[src/rtl/dmem_arbiter.sv]
// dmem_arbiter
// Shares the single dmemory32 port between the CPU load/store path and a
// secondary debug/loader requester.
//
// The single-cycle CPU cannot stall, so it always gets the memory port with
// zero added latency. The secondary requester uses a req/ack handshake and is
// only served in cycles where the CPU leaves memory alone.
//
// A wait counter and a sticky starvation flag expose how long the secondary
// requester has been blocked.
//
// Ports
//   clock, reset                 system clock, async active-high reset
//   cpu_memread/cpu_memwrite     CPU memory access strobes
//   cpu_address/cpu_wdata        CPU address and store data
//   cpu_rdata                    read data to the CPU (mem_rdata passthrough)
//   dbg_req/dbg_we               secondary request and direction (1 = write)
//   dbg_addr/dbg_wdata           secondary word address and write data
//   dbg_ack                      one-cycle completion pulse
//   dbg_rdata                    secondary read data, held until the next read
//   dbg_busy                     secondary transaction in flight
//   mem_address/mem_wdata        address and write data to dmemory32
//   mem_write                    write enable to dmemory32
//   mem_rdata                    dmemory32 read data (one-edge read latency)
//   wait_cnt                     blocked cycles of current transaction (sat.)
//   starve_flag/starve_clr       sticky starvation flag and its clear
//
// state   | meaning
// --------+--------------------------------------------------------------
// IDLE    | no secondary transaction; dbg_req accepted here
// ISSUE   | secondary access waits for a CPU-free cycle, then goes to memory
// RD_WAIT | read address presented last cycle; capture mem_rdata this cycle
// DONE    | dbg_ack pulse
module dmem_arbiter #(
    parameter int STARVE_LIMIT = 64
) (
    input  logic        clock,
    input  logic        reset,
    input  logic        cpu_memread,
    input  logic        cpu_memwrite,
    input  logic [31:0] cpu_address,
    input  logic [31:0] cpu_wdata,
    output logic [31:0] cpu_rdata,
    input  logic        dbg_req,
    input  logic        dbg_we,
    input  logic [31:0] dbg_addr,
    input  logic [31:0] dbg_wdata,
    output logic        dbg_ack,
    output logic [31:0] dbg_rdata,
    output logic        dbg_busy,
    output logic [31:0] mem_address,
    output logic [31:0] mem_wdata,
    output logic        mem_write,
    input  logic [31:0] mem_rdata,
    output logic [7:0]  wait_cnt,
    output logic        starve_flag,
    input  logic        starve_clr
);

    typedef enum logic [1:0] {
        IDLE    = 2'd0,
        ISSUE   = 2'd1,
        RD_WAIT = 2'd2,
        DONE    = 2'd3
    } state_t;

    localparam logic [7:0] STARVE_LIM8 = STARVE_LIMIT[7:0];

    state_t      state_q;
    state_t      state_d;

    logic        cpu_act;
    logic        accept;
    logic        blocked;
    logic        lat_we;
    logic [29:0] lat_addr;
    logic [31:0] lat_wdata;
    logic [7:0]  wait_inc;
    logic [7:0]  wait_d;
    logic        starve_set;

    // Byte-lane bits of the secondary address are not used: accesses are
    // always whole words.
    logic        unused_addr_lsbs;
    assign unused_addr_lsbs = ^dbg_addr[1:0];

    assign cpu_act   = cpu_memread | cpu_memwrite;
    assign accept    = (state_q == IDLE) && dbg_req;
    assign blocked   = (state_q == ISSUE) && cpu_act;
    assign cpu_rdata = mem_rdata;
    assign dbg_busy  = (state_q != IDLE);

    // State register
    always_ff @(posedge clock or posedge reset) begin
        if (reset) begin
            state_q <= IDLE;
        end else begin
            state_q <= state_d;
        end
    end

    // Next state and ack
    always_comb begin
        state_d = state_q;
        dbg_ack = 1'b0;
        case (state_q)
            IDLE: begin
                if (dbg_req) begin
                    state_d = ISSUE;
                end
            end
            ISSUE: begin
                if (!cpu_act) begin
                    state_d = lat_we ? DONE : RD_WAIT;
                end
            end
            RD_WAIT: begin
                state_d = DONE;
            end
            DONE: begin
                dbg_ack = 1'b1;
                state_d = IDLE;
            end
            default: begin
                state_d = IDLE;
            end
        endcase
    end

    // Memory port mux: the CPU always wins; the secondary access only
    // reaches memory in a CPU-free ISSUE cycle.
    always_comb begin
        mem_address = cpu_address;
        mem_wdata   = cpu_wdata;
        mem_write   = 1'b0;
        if (cpu_act) begin
            mem_write = cpu_memwrite;
        end else if (state_q == ISSUE) begin
            mem_address = {lat_addr, 2'b00};
            mem_wdata   = lat_wdata;
            mem_write   = lat_we;
        end
    end

    // Request latch
    always_ff @(posedge clock or posedge reset) begin
        if (reset) begin
            lat_we    <= 1'b0;
            lat_addr  <= '0;
            lat_wdata <= '0;
        end else if (accept) begin
            lat_we    <= dbg_we;
            lat_addr  <= dbg_addr[31:2];
            lat_wdata <= dbg_wdata;
        end
    end

    // Read capture: mem_rdata in RD_WAIT belongs to the address presented in
    // ISSUE, whatever the CPU is doing in RD_WAIT itself.
    always_ff @(posedge clock or posedge reset) begin
        if (reset) begin
            dbg_rdata <= '0;
        end else if (state_q == RD_WAIT) begin
            dbg_rdata <= mem_rdata;
        end
    end

    assign wait_inc = (wait_cnt == 8'hFF) ? wait_cnt : wait_cnt + 8'd1;

    always_comb begin
        wait_d = wait_cnt;
        if (accept) begin
            wait_d = 8'd0;
        end else if (blocked) begin
            wait_d = wait_inc;
        end
    end

    // Set is only driven while a transaction is pending, so after completion
    // the held wait_cnt does not keep the flag from being cleared.
    assign starve_set = (state_q == ISSUE) && (wait_d >= STARVE_LIM8);

    always_ff @(posedge clock or posedge reset) begin
        if (reset) begin
            wait_cnt    <= 8'd0;
            starve_flag <= 1'b0;
        end else begin
            wait_cnt <= wait_d;
            if (starve_set) begin
                starve_flag <= 1'b1;
            end else if (starve_clr) begin
                starve_flag <= 1'b0;
            end
        end
    end

endmodule

[config.mk]
export PLATFORM = sky130hd
export DESIGN_NAME = dmem_arbiter
export DESIGN_NICKNAME = d
export VERILOG_FILES = /design/src/rtl/dmem_arbiter.sv
export SDC_FILE = /design/constraint.sdc
export NUM_CORES = 1
export LEC_CHECK = 0
export CAP_MARGIN = 10
export CELL_PAD_IN_SITES_DETAIL_PLACEMENT = 0
export CELL_PAD_IN_SITES_GLOBAL_PLACEMENT = 2
export CORE_ASPECT_RATIO = 2
export CORE_MARGIN = 10
export CORE_UTILIZATION = 21
export DETAILED_ROUTE_END_ITERATION = 7
export GPL_TIMING_DRIVEN = 0
export HOLD_SLACK_MARGIN = 0.1
export MAX_ROUTING_LAYER = met4
export PLACE_DENSITY_LB_ADDON = 0.1
export SETUP_SLACK_MARGIN = 0.3
export SYNTH_ARGS = -nofsm -noshare
export SYNTH_HDL_FRONTEND = slang
export SYNTH_SLANG_ARGS = --single-unit
[constraint.sdc]
create_clock -name clock -period 4.83 [get_ports clock]
set_input_delay 1.449 -clock clock [delete_from_list [all_inputs] [get_ports clock]]
set_output_delay 1.449 -clock clock [all_outputs]
set_load 0.01 [all_outputs]
==> summary.txt, run 1 <==
Antenna-violating nets left = 0
Hold Path Class = reg2reg
Layout fillers = 2591
Pin count of the biggest net entering global routing = 56
Static Leak = 4.12 nW
RSZ-0062 raised after global routing = no
Share of layout cells above drive strength 1 = 0.198
Max clock buf depth = 2
Yosys warning total = 0
First-pass GRT wire length = 32100 µm
Synth Register Bits = 106
Flop2flop setup slack = 2750 ps
Drt pass-1 iters = 4
Setup Skew = 4.34 ps
Worst skew pair latency = 370 ps
Worst setup EP type = output port
Slowest CP cell = mux2_2
Status = complete, no violations
Gpl congestion = 0.758
Worst setup SP type = input port
Final period utilization = 0.914
Fmax = 226 MHz
Critical path buffers and inverters = 5
CTS tree = built
CP Cell Sequence = clkbuf_2 -> nor3b_2 -> buf_6 -> buf_4 -> buf_8 -> mux2_2 -> dlygate4sd2_1
Root Driver = clkbuf_16
Setup WS pre-CTS = -271 ps
Pwr/cell area = 451 nW/µm²
Sink Count = 106
Reg clk slew, reported paths = 80 ps
Row Count = 81
Final min period = 4420 ps
Slew margin rel. = 0.611
Post-Synthesis Cells = 509
Antenna cells = 0
Setup violators final = 0
Post-Route WL = 21200 µm
Vias post-DR = 4710
Fin Hold WS = 479 ps
DR iter-0 viols = 121
WL/cell = 18.1 µm
Max-slew violations = 0
Post-DP HPWL = 17500 µm
Max VDD drop = 0.000164 V
CP Max Fanout = 10
RR Startpoint = state_q[1]
GR Overflow Total = 0
Asr flop ratio synth = 1.00
Nets = 1007
Crit path DAT = 2970 ps
Number of global-route vias before repair = 5168
DRC violations left = 0
Dpl cell area = 8740 µm²
Finished Cell Area = 9070 µm²
CP Class = in2out
Mean Syn Cell Area = 10.3 µm²
Core area = 24500 µm²
Via density per instance = 4.02
Most common cell after layout, fill and taps aside = clkdlybuf4s50_1
CP Data Required Time = 3380 ps
CP delay by family, top = buffers and inverters
Die height = 244 µm
Final-report hold violation count = 0
Min-delay src = lat_wdata[24]
Gr usage total = 0.134
Most frequent cells in the layout = clkdlybuf4s50_1 (239), nand2_1 (195), dfrtp_1 (106)
CP Launch Point = cpu_memwrite
Post-Syn Area = 5250 µm²
Worst slew pin tran = 583 ps
Primary FF master, synth = dfrtp_1
Tot Pwr = 4.09 mW
Max cap viols = 0
Initial core utilization = 0.214
Area grow syn2layout = 72.8%
Post-synthesis sequential area ratio = 0.505
Final Worst Setup Slack = 415 ps
DIE AREA = 32100 µm²
EDFF count, synth = 0
CTS buffer count = 9
Fin Setup TNS = 0 ps
# port buffers = 304
CP max stage delay = 340 ps
Cts-stage hold buffer count = 0
CTS HTree Levels = 3
Initial antenna violation count = 0
Post-synthesis net count = 682
Distinct cells, synth = 37
Num ports = 307
Chip width = 132 µm
[power by group]
part | switching (mW) | internal [mW]
registers | 0.244 | 1.29
logic | 0.776 | 0.954
clock network | 0.369 | 0.459
total | 1.39 | 2.70
[cells by family after synthesis]
family          share of synthesized area
compound gates                     0.0276
xor+xnor                          0.00834
fa+ha+maj                          0.0143
buf+inv                            0.0796
flops                               0.505
mux                                 0.208
simple gates                        0.157
[worst paths after layout]
path / endpoint / cells past startpoint
min in group asynchronous: dbg_rdata[16] / 2
min: lat_wdata[24] / 2
max: mem_address[21] / 7
max reg2reg: lat_wdata[30] / 7
max in group asynchronous: lat_addr[6] / 3
min reg2reg: lat_wdata[24] / 2
[state kept, by name, indices dropped and copies added, names as in the netlist]
register / flops
lat_addr: 30
lat_we: 1
state_q: 2
starve_flag: 1
wait_cnt: 8
lat_wdata: 32
dbg_rdata: 32
[routing by layer]
metal,routed length (µm),GRT usage
met1,7540,0.127
met4,289,0.0414
met2,12000,0.251
met5,0,-
met3,1450,0.0404
[cells in the mapped netlist (4+ instances only)]
master    count  share of area
xnor2_1       5         0.0083
clkbuf_1     14          0.010
nor2_1        7         0.0050
inv_1         6         0.0043
mux2_1        6          0.013
mux2_2       89           0.19
dfrtp_1     106           0.51
buf_6         6          0.013
buf_4        33          0.047
buf_2         4         0.0038
nand2_1     195           0.14
ha_1          6          0.014
[per-stage QoR]
stage               instances  utilization
finish                   1171        0.370
global placement         1145        0.355
global route             1171        0.370
floorplan                 509            -
CTS                      1168        0.369
detailed placement       1146        0.356
[layout make-up]
type,count,area [µm²],share of cell area
repair buffers,314,3060,0.337
flip-flops and latches,106,2650,0.292
inverters,6,27.5,0.00303
well taps,332,415,0.0458
multi-input cells,338,2180,0.240
clock buffers,9,225,0.0248
plain buffers,59,413,0.0455
clock inverters,7,98.8,0.0109
[tightest hold or removal path: stages, from the launching register on]
cell     delay [ps]
dfrtp_1         350
nand2_1          50
nand2_1          50
[timing repair]
item,in CTS,in global routing
endpoints found under the setup margin,65,43
pin swaps,1,1
gates resized for setup,66,10
setup buffers,6,3
Power figures use the tool's default switching activity.
==> inputs of run 2 (changes only) <==
Settings changed: CAP_MARGIN 10 to default, CORE_UTILIZATION 21 to 35, DONT_BUFFER_PORTS from default to 1.
==> run 2 against run 1 <==
Net effect:
- worst setup slack improved by 480 ps
- register-to-register slack improved by 90 ps
- critical path depth down 3
- final cell count is 39% lower
- worst hold slack lost 4.5 ps
- routed wire length fell by 26%
- fmax rose by 12%
- design area decreased by 36%
- utilization is 2.1 points higher
- count of clock-buffer cells in the layout rose by 4
- critical path type unchanged
- critical endpoint is now mem_address[25]
- largest cell class is now sequential cells
- largest power group is now sequential cells
- highest routed layer unchanged
==> summary.txt, run 2 (same netlist as run 1, synthesis figures left out) <==
Post-cts sizing count = 0 (-100%)
Die height = 193 µm (-21%)
Sink Count = 106 (unchanged)
Max VDD drop = 0.000191 V (+17%)
WL/cell = 22.0 µm (+21%)
Row Count = 63 (-22%)
Cts-stage hold buffer count = 0 (unchanged)
Post-placement cell count = 705 (-38%)
CP Class = in2out
Finished Cell Area = 5790 µm² (-36%)
Drt pass-1 iters = 4 (unchanged)
Post-Route WL = 15800 µm (-26%)
RR Startpoint = state_q[0]
Pin count of the biggest net entering global routing = 58 (+3.6%)
Layout fillers = 1524 (-41%)
Num ports = 307 (unchanged)
Fin Hold WS = 475 ps (-4.51 ps)
Max cap viols = 0 (unchanged)
Root Driver = clkbuf_16
Final period utilization = 0.814 (-0.100)
Fmax = 254 MHz (+12%)
Gr usage total = 0.154 (+0.0207)
Hold Path Class = reg2reg
Flop2flop setup slack = 2840 ps (+90 ps)
Post-CTS setup buffers = 0 (-6)
Initial core utilization = 0.354 (+0.140)
Worst slew pin tran = 664 ps (+80.4 ps)
CP delay by family, top = buffers and inverters
Hold path endpoint = lat_wdata[0]
Post-DP HPWL = 13000 µm (-26%)
Worst skew pair latency = 350 ps (-20 ps)
R2r endpoint = lat_addr[4]
Critical path buffers and inverters = 2 (-3)
RSZ-0062 raised after global routing = no
Worst hold path cell count = 2 (unchanged)
Slew margin rel. = 0.558 (-0.0536)
Status = complete, no violations
Min-delay src = lat_wdata[0]
Most frequent cells in the layout = nand2_1 (195), dfrtp_1 (106), mux2_2 (89)
Antenna-violating nets left = 0 (unchanged)
CTS HTree Levels = 3 (unchanged)
Final min period = 3930 ps (-483 ps)
Reg clk slew, reported paths = 70 ps (about the same)
GR Overflow Total = 0 (unchanged)
Pwr/cell area = 577 nW/µm² (+28%)
Via density per instance = 4.88 (+21%)
Setup Skew = 10.2 ps (+5.87 ps)
Static Leak = 2.73 nW (-34%)
Nets = 694 (-31%)
Most common cell after layout, fill and taps aside = nand2_1
CP max stage delay = 400 ps (+60 ps)
Initial antenna violation count = 1 (+1)
Max-slew violations = 0 (unchanged)
DIE AREA = 20600 µm² (-36%)
Internal cell power = 2.13 mW (-21%)
R2r worst-path depth = 7 (unchanged)
First-pass GRT wire length = 24100 µm (-25%)
DR iter-0 viols = 73 (-40%)
Vias post-DR = 3509 (-25%)
Dpl cell area = 5530 µm² (-37%)
CP Max Fanout = 10 (unchanged)
Number of global-route vias before repair = 4006 (-22%)
CP Cell Sequence = nor3b_2 -> buf_4 -> buf_6 -> mux2_1
Crit path DAT = 2480 ps (-490 ps)
DRC violations left = 0 (unchanged)
CP Data Required Time = 3380 ps (about the same)
Area grow syn2layout = 10.2%
# port buffers = 0 (-100%)
Sw Pwr = 1.21 mW (-13%)
Setup violators final = 0 (unchanged)
Flop pwr share = 0.492 (+0.117)
Worst setup EP type = output port
Switching Fraction = 0.361 (+0.0218)
Worst setup SP type = input port
Core area = 14800 µm² (-40%)
Chip width = 107 µm (-19%)
Regs by FF count = dbg_rdata: 32 flops, lat_wdata: 32 flops, lat_addr: 30 flops
CTS tree = built
Final-report hold violation count = 0 (unchanged)
Clock power frac = 0.202 (about the same)
CTS buffer count = 9 (unchanged)
Max clock buf depth = 2 (unchanged)
Logic pwr share = 0.306 (-0.117)
Gpl congestion = 0.757 (-0.12%)
CP Depth = 4 (-3)
Slowest CP cell = mux2_1
Non-filler instance count after layout = 719 (-39%)
Share of layout cells above drive strength 1 = 0.285 (+0.0870)
[run 2: per-layer routing]
metal,share of wire,vias up,track usage
li1,-,1643,-
met1,0.35,1663,0.150
met2,0.53,193,0.266
met3,0.11,10,0.0662
met4,0.014,0,0.0533
met5,0,-,-
[run 2: worst max-delay path by stage]
stage                       startpoint              end  slack [ps]
after floorplan                  reset     dbg_rdata[0]         590
after global placement           reset    lat_wdata[12]        -770
after detailed placement  cpu_memwrite  mem_address[30]         870
after CTS                 cpu_memwrite  mem_address[30]         870
after global routing      cpu_memwrite  mem_address[30]         780
final                     cpu_memwrite  mem_address[25]         900
[run 2: power groups by stage]
stage / Sequential, mW / Combinational [mW] / Clock (mW)
finish: 1.64 / 1.02 / 0.676
global route: 1.70 / 1.18 / 0.732
CTS: 1.66 / 1.05 / 0.709
detailed placement: 1.67 / 1.05 / 0
global placement: 1.67 / 1.02 / 0
floorplan: 1.54 / 0.858 / 0
[run 2: metrics by stage]
stage / setup TNS (ps) / setup WS, ps / total power [mW] / utilization
3_3_place_gp: -80540 / -772 / 2.68 / 0.371
6_report: 0 / 897 / 3.34 / 0.391
5_1_grt: 0 / 777 / 3.61 / 0.391
4_1_cts: 0 / 869 / 3.42 / 0.390
3_5_place_dp: 0 / 869 / 2.73 / 0.373
2_1_floorplan: 0 / 592 / 2.40 / -
[run 2: worst min-delay path: stages (launching register included)]
cell,delay (ps)
dfrtp_1,340
nand2_1,50
nand2_1,50
[run 2: area by class of cell]
cell class              count  area, µm²  share of cell area
clock buffers              13        260              0.0450
well taps                 195        244              0.0422
repair buffers              1       27.5             0.00476
multi-input cells         338       2180               0.377
flip-flops and latches    106       2650               0.458
plain buffers              59        395              0.0683
inverters                   6       25.0             0.00432
diodes                      1       2.50            0.000432
